## src/rtl/hazard_pkg.sv

```systemverilog
// Shared constants for the register hazard scoreboard: register-file
// geometry, the exception register and producer latencies, plus a small
// saturating-increment helper used by the stall performance counter.
package hazard_pkg;

   localparam int NUM_REGS    = 32;
   localparam int AW          = 5;
   localparam int MAX_LAT     = 34;
   localparam int EXC_REG     = 30;

   // Cycles from issue until a producer's result can be bypassed
   localparam int LAT_ALU     = 1;
   localparam int LAT_LW      = 2;
   localparam int LAT_MULTDIV = 34;

   // Width of one per-register latency counter
   localparam int LAT_W       = $clog2(MAX_LAT + 1);

   // Increment that sticks at all-ones instead of wrapping
   function automatic logic [31:0] sat_inc32(input logic [31:0] v);
      return (v == 32'hFFFF_FFFF) ? v : v + 32'd1;
   endfunction

endpackage

```

## src/rtl/sb_entry.sv

```systemverilog
// One scoreboard slot: a down-counter holding the number of cycles until
// the register's pending result becomes bypassable. A load overrides the
// per-cycle decrement. avail_o is high when the value is usable in the
// current cycle, which includes the cycle in which the count reaches zero.
module sb_entry
   import hazard_pkg::*;
#(
   parameter int W = LAT_W
) (
   input  logic         clk_i,
   input  logic         rst_i,
   input  logic         load_i,
   input  logic [W-1:0] val_i,
   output logic [W-1:0] cnt_o,
   output logic         avail_o
);

   logic [W-1:0] cnt_q;
   logic [W-1:0] cnt_d;

   // Next count: load wins, otherwise count down and stop at zero
   always_comb begin
      cnt_d = cnt_q;
      if (load_i) begin
         cnt_d = val_i;
      end else if (cnt_q != '0) begin
         cnt_d = cnt_q - W'(1);
      end
   end

   // Count register, cleared asynchronously so a pending entry is discarded
   always_ff @(posedge clk_i or posedge rst_i) begin
      if (rst_i) begin
         cnt_q <= '0;
      end else begin
         cnt_q <= cnt_d;
      end
   end

   // A count of one reaches zero at this edge, so the bypass already has it
   assign avail_o = (cnt_q <= W'(1));
   assign cnt_o   = cnt_q;

endmodule

```

## src/rtl/hazard_scoreboard.sv

```systemverilog
// Register hazard scoreboard for the DX stage. Each architectural register
// has a latency counter; a DX instruction stalls while a source is not yet
// bypassable or while its write would retire ahead of an older, longer
// producer to the same register. Register 0 is never busy and the
// exception register is additionally loaded by exc_set.
module hazard_scoreboard
   import hazard_pkg::*;
#(
   parameter int NUM_REGS = hazard_pkg::NUM_REGS,
   parameter int AW       = hazard_pkg::AW,
   parameter int MAX_LAT  = hazard_pkg::MAX_LAT,
   parameter int EXC_REG  = hazard_pkg::EXC_REG
) (
   input  logic                         clock,
   input  logic                         reset,
   input  logic                         dx_valid,
   input  logic [AW-1:0]                dx_rs_a,
   input  logic [AW-1:0]                dx_rs_b,
   input  logic [AW-1:0]                dx_rd,
   input  logic                         dx_we,
   input  logic [$clog2(MAX_LAT+1)-1:0] dx_lat,
   input  logic                         flush,
   input  logic                         exc_set,
   output logic                         stall,
   output logic                         ready_a,
   output logic                         ready_b,
   output logic [31:0]                  stall_cycles
);

   localparam int LW    = $clog2(MAX_LAT + 1);
   // Full address space so any source index reads a defined slot
   localparam int NSLOT = 1 << AW;

   // A simultaneous exc_set must still leave the exception register busy
   function automatic logic [LW-1:0] lat_floor1(input logic [LW-1:0] l);
      return (l == '0) ? LW'(1) : l;
   endfunction

   logic [LW-1:0] cnt   [NSLOT];
   logic          avail [NSLOT];

   logic          ready_a_raw;
   logic          ready_b_raw;
   logic          waw;
   logic          stall_raw;
   logic          issue;
   logic          issue_we;

   logic [31:0]   stall_cycles_q;
   logic [31:0]   stall_cycles_d;

   // Per-register slots; register 0 and addresses past NUM_REGS are constant idle
   for (genvar r = 0; r < NSLOT; r++) begin : g_slot
      if (r == 0 || r >= NUM_REGS) begin : g_idle
         assign cnt[r]   = '0;
         assign avail[r] = 1'b1;
      end else begin : g_entry
         logic          hit;
         logic          load_en;
         logic [LW-1:0] load_val;

         assign hit = issue_we && (dx_rd == AW'(r));

         if (r == EXC_REG) begin : g_exc
            assign load_en  = hit | exc_set;
            assign load_val = !exc_set ? dx_lat :
                              (hit ? lat_floor1(dx_lat) : LW'(1));
         end else begin : g_gpr
            assign load_en  = hit;
            assign load_val = dx_lat;
         end

         sb_entry #(
            .W       (LW)
         ) u_entry (
            .clk_i   (clock),
            .rst_i   (reset),
            .load_i  (load_en),
            .val_i   (load_val),
            .cnt_o   (cnt[r]),
            .avail_o (avail[r])
         );
      end
   end

   // Source readiness, write-after-write ordering and the resulting stall
   always_comb begin
      ready_a_raw = (dx_rs_a == '0) | avail[dx_rs_a];
      ready_b_raw = (dx_rs_b == '0) | avail[dx_rs_b];
      waw         = dx_we & (dx_rd != '0) & (dx_lat < cnt[dx_rd]);
      stall_raw   = dx_valid & ~flush & (~ready_a_raw | ~ready_b_raw | waw);
      issue       = dx_valid & ~stall_raw & ~flush;
      issue_we    = issue & dx_we & (dx_rd != '0);
   end

   // Outputs are forced to the idle view while reset is held
   assign stall   = stall_raw & ~reset;
   assign ready_a = ready_a_raw | reset;
   assign ready_b = ready_b_raw | reset;

   // Stall performance counter next value, saturating
   always_comb begin
      stall_cycles_d = stall_raw ? sat_inc32(stall_cycles_q) : stall_cycles_q;
   end

   // Stall performance counter register
   always_ff @(posedge clock or posedge reset) begin
      if (reset) begin
         stall_cycles_q <= '0;
      end else begin
         stall_cycles_q <= stall_cycles_d;
      end
   end

   assign stall_cycles = stall_cycles_q;

endmodule

```

## config.mk

```make
export PLATFORM = sky130hd
export DESIGN_NAME = hazard_scoreboard
export DESIGN_NICKNAME = d
export VERILOG_FILES = /design/src/rtl/hazard_pkg.sv /design/src/rtl/sb_entry.sv /design/src/rtl/hazard_scoreboard.sv
export SDC_FILE = /design/constraint.sdc
export NUM_CORES = 1
export LEC_CHECK = 0
export ABC_AREA = 0
export CORE_ASPECT_RATIO = 0.9
export CORE_MARGIN = 2
export CORE_UTILIZATION = 35
export DETAILED_ROUTE_END_ITERATION = 12
export PLACE_DENSITY = 0.6
export SYNTH_ARGS = -nofsm -noshare
export SYNTH_HDL_FRONTEND = slang
export SYNTH_SLANG_ARGS = --single-unit
```

## constraint.sdc

```tcl
create_clock -name clock -period 9.35 [get_ports clock]
set_clock_uncertainty 0.15 [all_clocks]
set_input_delay 1.87 -clock clock [delete_from_list [all_inputs] [get_ports clock]]
set_output_delay 1.87 -clock clock [all_outputs]
set_load 0.1 [all_outputs]
```

* Word level (Yosys, flattened, before mapping)
Cells that the tools add are included.
Word-level totals: logic and storage cells 328, bits in registers 218, output and inout bits 35, input port bits 27
Operators by class: reductions and logical operators 98, bitwise logic cells 25, add/subtract/negate cells 32, eq/ne operators 32, multiplexer cells 74, magnitude comparators 35
Operators with widths (count):
- 2-to-1 mux 6 bit | 67
- <= comparator 6 x 1 -> 1 bit, second input constant | 31
- nonzero test 6 bit | 31
- subtractor 6 x 1 -> 6 bit, second input constant | 31
- == test 5 bit, second input constant | 16
- nonzero test 2 bit | 31
- == test 5 x 4 -> 1 bit, second input constant | 8
- adder 32 x 1 -> 32 bit, second input constant | 1
- == test 32 bit, second input constant | 1
- logical AND 1 bit | 31
- binary-select mux 6 bit (select 5 bit) | 1
- == test 5 x 3 -> 1 bit, second input constant | 4
- >= comparator 6 bit, second input constant | 3
- inverter 5 -> 6 bit | 3
- binary-select mux 1 bit (select 5 bit) | 2
- == test 5 x 2 -> 1 bit, second input constant | 2
- zero test 5 bit | 2
- AND 1 bit | 9
- OR 1 bit | 7
- zero test 6 bit | 1
- less-than comparator 6 bit | 1
- inverter 1 bit | 6
- == test 5 x 1 -> 1 bit, second input constant | 1
- nonzero test 5 bit | 1
- other kinds (2) | 5

* Longest topological paths before layout
word-level depth 18, gate-level depth with buffers 18

* By module
From an unflattened synthesis, not the netlist that was laid out.
Unflattened totals: cell total of the unflattened synthesis 1680, area, all modules 16958.8 um2
Modules (own cells, without submodules):
- sb_entry | cells an instance 41, area each 409.1 um2, times used 31
- hazard_scoreboard | cells an instance 409, area each 4275.4 um2, times used 1

* Worst setup path after synthesis
Ideal clock, no wire load.
kind input to output, start point input reset, end point output ready_a, setup slack -1584 ps, cell stages on the path 2, arrival time 8914 ps, cell sequence inv_1 -> nand2_1
Between the ends: longest elaborated chain between the ends 1
RTL lines:
- from (decl) | line hazard_scoreboard.sv:15 | input logic reset,
- OR 1 bit | line hazard_scoreboard.sv:98 | assign ready_a = ready_a_raw | reset;
- to (decl) | line hazard_scoreboard.sv:25 | output logic ready_a,
No other way between the ends.

* Worst setup path in the final report
start point input dx_rd[0], end point output stall
Between the ends: longest elaborated chain between the ends 9, elaborated cells between the ends (all ways) 11, those cells by class order compare (1); mux (3); bitwise (6); reduce/logical (1)
RTL lines:
- from (decl) | line hazard_scoreboard.sv:19 | input logic [AW-1:0] dx_rd,
- inverter 5 -> 6 bit (implied by the code) | line hazard_scoreboard.sv:90 | waw = dx_we & (dx_rd != '0) & (dx_lat < cnt[dx_rd]);
- binary-select mux 6 bit (select 5 bit) | line hazard_scoreboard.sv:90
- 2-to-1 mux 6 bit (implied by the code) (2 in series) | line hazard_scoreboard.sv:90
- less-than comparator 6 bit | line hazard_scoreboard.sv:90
- AND 1 bit * | line hazard_scoreboard.sv:90
- OR 1 bit * | line hazard_scoreboard.sv:91 | stall_raw = dx_valid & ~flush & (~ready_a_raw | ~ready_b_raw | waw);
- AND 1 bit * | line hazard_scoreboard.sv:91
- AND 1 bit * | line hazard_scoreboard.sv:97 | assign stall = stall_raw & ~reset;
- to (decl) | line hazard_scoreboard.sv:24 | output logic stall,
Mark *: on every way between the ends. The rest lies on a longest branch, timed or not. The select of a mux whose other input is x is not followed.

==> results by group <==
Detailed routing
  • DR vias: approximately 12000
  • Initial detailed-routing violation count: about 1100
  • WL final: 46400 um
  • WL/cell: 20.6 um
  • TritonRoute pass-1 iters: 5
  • Highest metal used: met5
  • Met2 WL: between 15000 and 20000 um
  • Via-to-Cell Ratio: between 5 and 6
  • Post-DRT Antenna Nets: 0
  • Routed met1 length: 21100 um
  • DRC: 0
  • DR WL met3: 4120 um

Worst setup path
  • Crit-path cells: buf_4, mux4_2, mux4_2, mux2i_1, ha_1, a21o_1, a21oi_1, o221ai_1, nand4b_1, o21ai_0, a2111oi_4, nor3b_2, buf_4
  • Delay-heaviest family, CP: multiplexers
  • CP Class: input pin to output pin
  • Crit path buffers/inverters: 2
  • Crit-path max cell delay: around 0.67 ns
  • Worst Setup End Kind: output pin
  • Crit path launch type: input pin
  • Crit path arrival time: about 5.6 ns
  • CP required: 7.33 ns
  • Critical path peak fanout: 58
  • Slowest stage cell, crit path: buf_4

Floorplanning
  • Rows: 74
  • Initial Utilization: 0.353
  • Die area: 47200 um2
  • Die Ht: 206 um
  • Die W: 229 um
  • Total core area: 45100 um2
  • Ports: 62

CTS
  • CTS root buf: clkbuf_16
  • Num CTS Buffers: 28
  • H-tree lvl count: 1
  • Postcts setup bufs: 0
  • CTS Hold Bufs: 0
  • Clock transition at path regs: about 0.06 ns
  • CTS resizes: 0
  • CTS tree: done
  • Insertion delay to the later sink of the worst-skew pair: 0.57 ns
  • Clock Path Buffers: 3
  • CTS sink count: about 220

Synth
  • Top FF cell, synth: dfrtp_1
  • Ranking of synthesized cells by area: dfrtp_1, mux2_2, ha_1
  • Synthesized flop and latch total: between 200 and 250
  • EDFF count, synth: 0
  • Mean Syn Cell Area: approximately 10 um2
  • Synth async-reset ratio: 1.00
  • Syn Inst Count: between 1500 and 2000
  • Yosys top cell area share: 0.343
  • Synthesized area: between 15000 and 20000 um2
  • Syn nets: 1707
  • Syn. warnings: 0
  • Sequential-to-total area share from yosys stat: 0.343
  • Cell taking the most area after synthesis: dfrtp_1
  • Cell variety after synth: 59

Placement
  • Dpl ws: 1.67 ns
  • Post-DP HPWL: 33100 um
  • Placed insts: about 2200
  • Port bufs: roughly 60
  • Post-DP Area: 17100 um2
  • GP Congestion: 0.945

Pwr
  • Total Power: 5.98 mW
  • VDD IR-drop max: 0.163 mV
  • P_leak: approximately 7.9 nW
  • PwrDens: between 300 and 400 nW/um2

Final layout
  • Final #Nets: ~1700
  • Area Overhead vs Synth: 13.8%
  • Layout cell share with drive strength beyond 1: 0.186
  • Fin cells: approximately 2200
  • Filler cells: 4368
  • ANT cells: 0
  • Final Cell Area: 18100 um2

STA
  • Max Transition Viols Final: 0
  • Slew margin rel.: 0.183
  • Hold Vio Cnt, Final: 0
  • Achievable Freq: 131 MHz
  • Tightest Pin Transition: 1.21 ns
  • Fin Setup TNS: 0 ns
  • Unrepaired setup endpoints after global routing: no
  • # setup viols final: 0
  • Post-route setup slack: 1.73 ns
  • Crit path time final: 7.62 ns
  • Final period util: 0.815

GRT
  • Vias in the first global route: about 12000
  • First-pass GRT wire length: 71900 um
  • Global Route Usage Sum: 0.196
  • Gr ovfl total: 0
  • Largest net degree at the start of global routing: 172
  • Initial antenna violation count: 2

Min path
  • HP Class: register to register

Run status
  • Outcome: finished, final reports clean

Job
  • Max cap viols: 0
==> synth_stat cells, types with 26 or more instances <==
cell,count
dfrtp_1,218
xnor2_1,102
inv_1,72
nand3_1,30
nand2_1,138
mux2i_1,49
nor3_1,59
nor3b_1,28
clkbuf_1,49
mux2_2,167
xor2_1,66
a21oi_1,39
nor2_1,153
and2_1,26
ha_1,98
nor4_1,46
mux4_2,52
==> cell usage in the layout (no fill, tap or decap), drive strengths merged, types with 4 or more instances in the layout <==
| master | netlist | routed |
|---|---|---|
| dfrtp | 218 | 218 |
| mux2 | 167 | 167 |
| nor2 | 153 | 153 |
| nand2 | 138 | 138 |
| xnor2 | 102 | 102 |
| ha | 98 | 98 |
| inv | 72 | 73 |
| xor2 | 66 | 66 |
| nor3 | 59 | 59 |
| clkdlybuf4s50 | 0 | 57 |
| mux4 | 52 | 52 |
| mux2i | 49 | 49 |
| nor4 | 47 | 47 |
| clkbuf | 49 | 41 |
| a21oi | 39 | 39 |
| nand3 | 30 | 30 |
| nor3b | 28 | 28 |
| and2 | 26 | 26 |
| o21ai | 23 | 23 |
| buf | 24 | 23 |
| nand4 | 21 | 21 |
| o211ai | 12 | 12 |
| and3 | 12 | 12 |
| nor2b | 10 | 10 |
| a2111oi | 6 | 6 |
| nand3b | 5 | 5 |
| o21a | 5 | 5 |
| or2 | 5 | 5 |
| and4 | 5 | 5 |
| a22o | 5 | 5 |
| clkinv | 0 | 5 |
| a31oi | 4 | 4 |
| a221oi | 4 | 4 |
| a21o | 4 | 4 |
| nand2b | 4 | 4 |
| nor4b | 4 | 4 |
==> worst register-to-register path, stage by stage (launching register included) <==
cell	delay [ns]
dfrtp_1	0.49
mux4_2	0.52
mux4_2	0.49
mux2i_1	0.17
ha_1	0.17
a21o_1	0.11
a21oi_1	0.07
o221ai_1	0.19
nand4b_1	0.13
o21ai_0	0.15
a2111oi_4	0.57
buf_4	0.72
and4b_1	0.59
mux2_2	0.39
==> report_power, final <==
group,internal [mW],switching (mW)
registers,1.39,0.712
logic,1.42,1.33
clock network,0.682,0.441
==> final timing paths <==
kind	start	end	slack [ns]	cells after the start
min in group asynchronous	reset	g_slot[21].g_entry.u_entry.cnt_o[5]$_DFFE_PP0P_	1.62	2
max in group asynchronous	reset	g_slot[1].g_entry.u_entry.cnt_o[2]$_DFFE_PP0P_	5.58	4
hold / removal	stall_cycles[15]$_DFFE_PP0P_	stall_cycles[15]$_DFFE_PP0P_	0.34	1
setup / recovery	dx_rd[0]	stall	1.73	13
hold reg to reg	stall_cycles[15]$_DFFE_PP0P_	stall_cycles[15]$_DFFE_PP0P_	0.34	1
setup reg to reg	g_slot[23].g_entry.u_entry.cnt_o[2]$_DFFE_PP0P_	g_slot[17].g_entry.u_entry.cnt_o[3]$_DFFE_PP0P_	4.32	13
==> state kept, by name, indices dropped and copies added, names as in the netlist <==
register and flops:
stall_cycles 32, g_slot.g_entry.u_entry.cnt_o 186
==> area by class of cell <==
class / count / area, um2 / area share
Sequential cell: 218 / 5460 / 0.302
Tap cell: 608 / 761 / 0.0421
Clock buffer: 41 / 810 / 0.0448
Multi-Input combinational cell: 1219 / 9890 / 0.547
Inverter: 72 / 274 / 0.0151
Timing Repair Buffer: 80 / 751 / 0.0415
Clock inverter: 10 / 144 / 0.00795
==> logic make-up after synthesis <==
family	Yosys count	share of synthesized area
flops	218	0.343
mux	268	0.223
buf+inv	145	0.0353
simple gates	559	0.175
compound gates	126	0.0538
fa+ha+maj	98	0.0771
xor+xnor	168	0.0925
==> through the flow <==
stage | util | hold slack (ns)
detailed placement | 0.380 | 0.331
floorplan | - | 0.437
CTS | 0.401 | 0.341
global route | 0.401 | 0.359
global placement | 0.380 | 0.328
finish | 0.401 | 0.340
==> per-layer routing <==
layer | up-vias | GRT usage
met4 | 4 | 0.0584
met5 | - | 0
met2 | 494 | 0.292
met3 | 101 | 0.0523
li1 | 5703 | -
met1 | 6140 | 0.278
No activity file was read; power rests on OpenSTA's default activity.
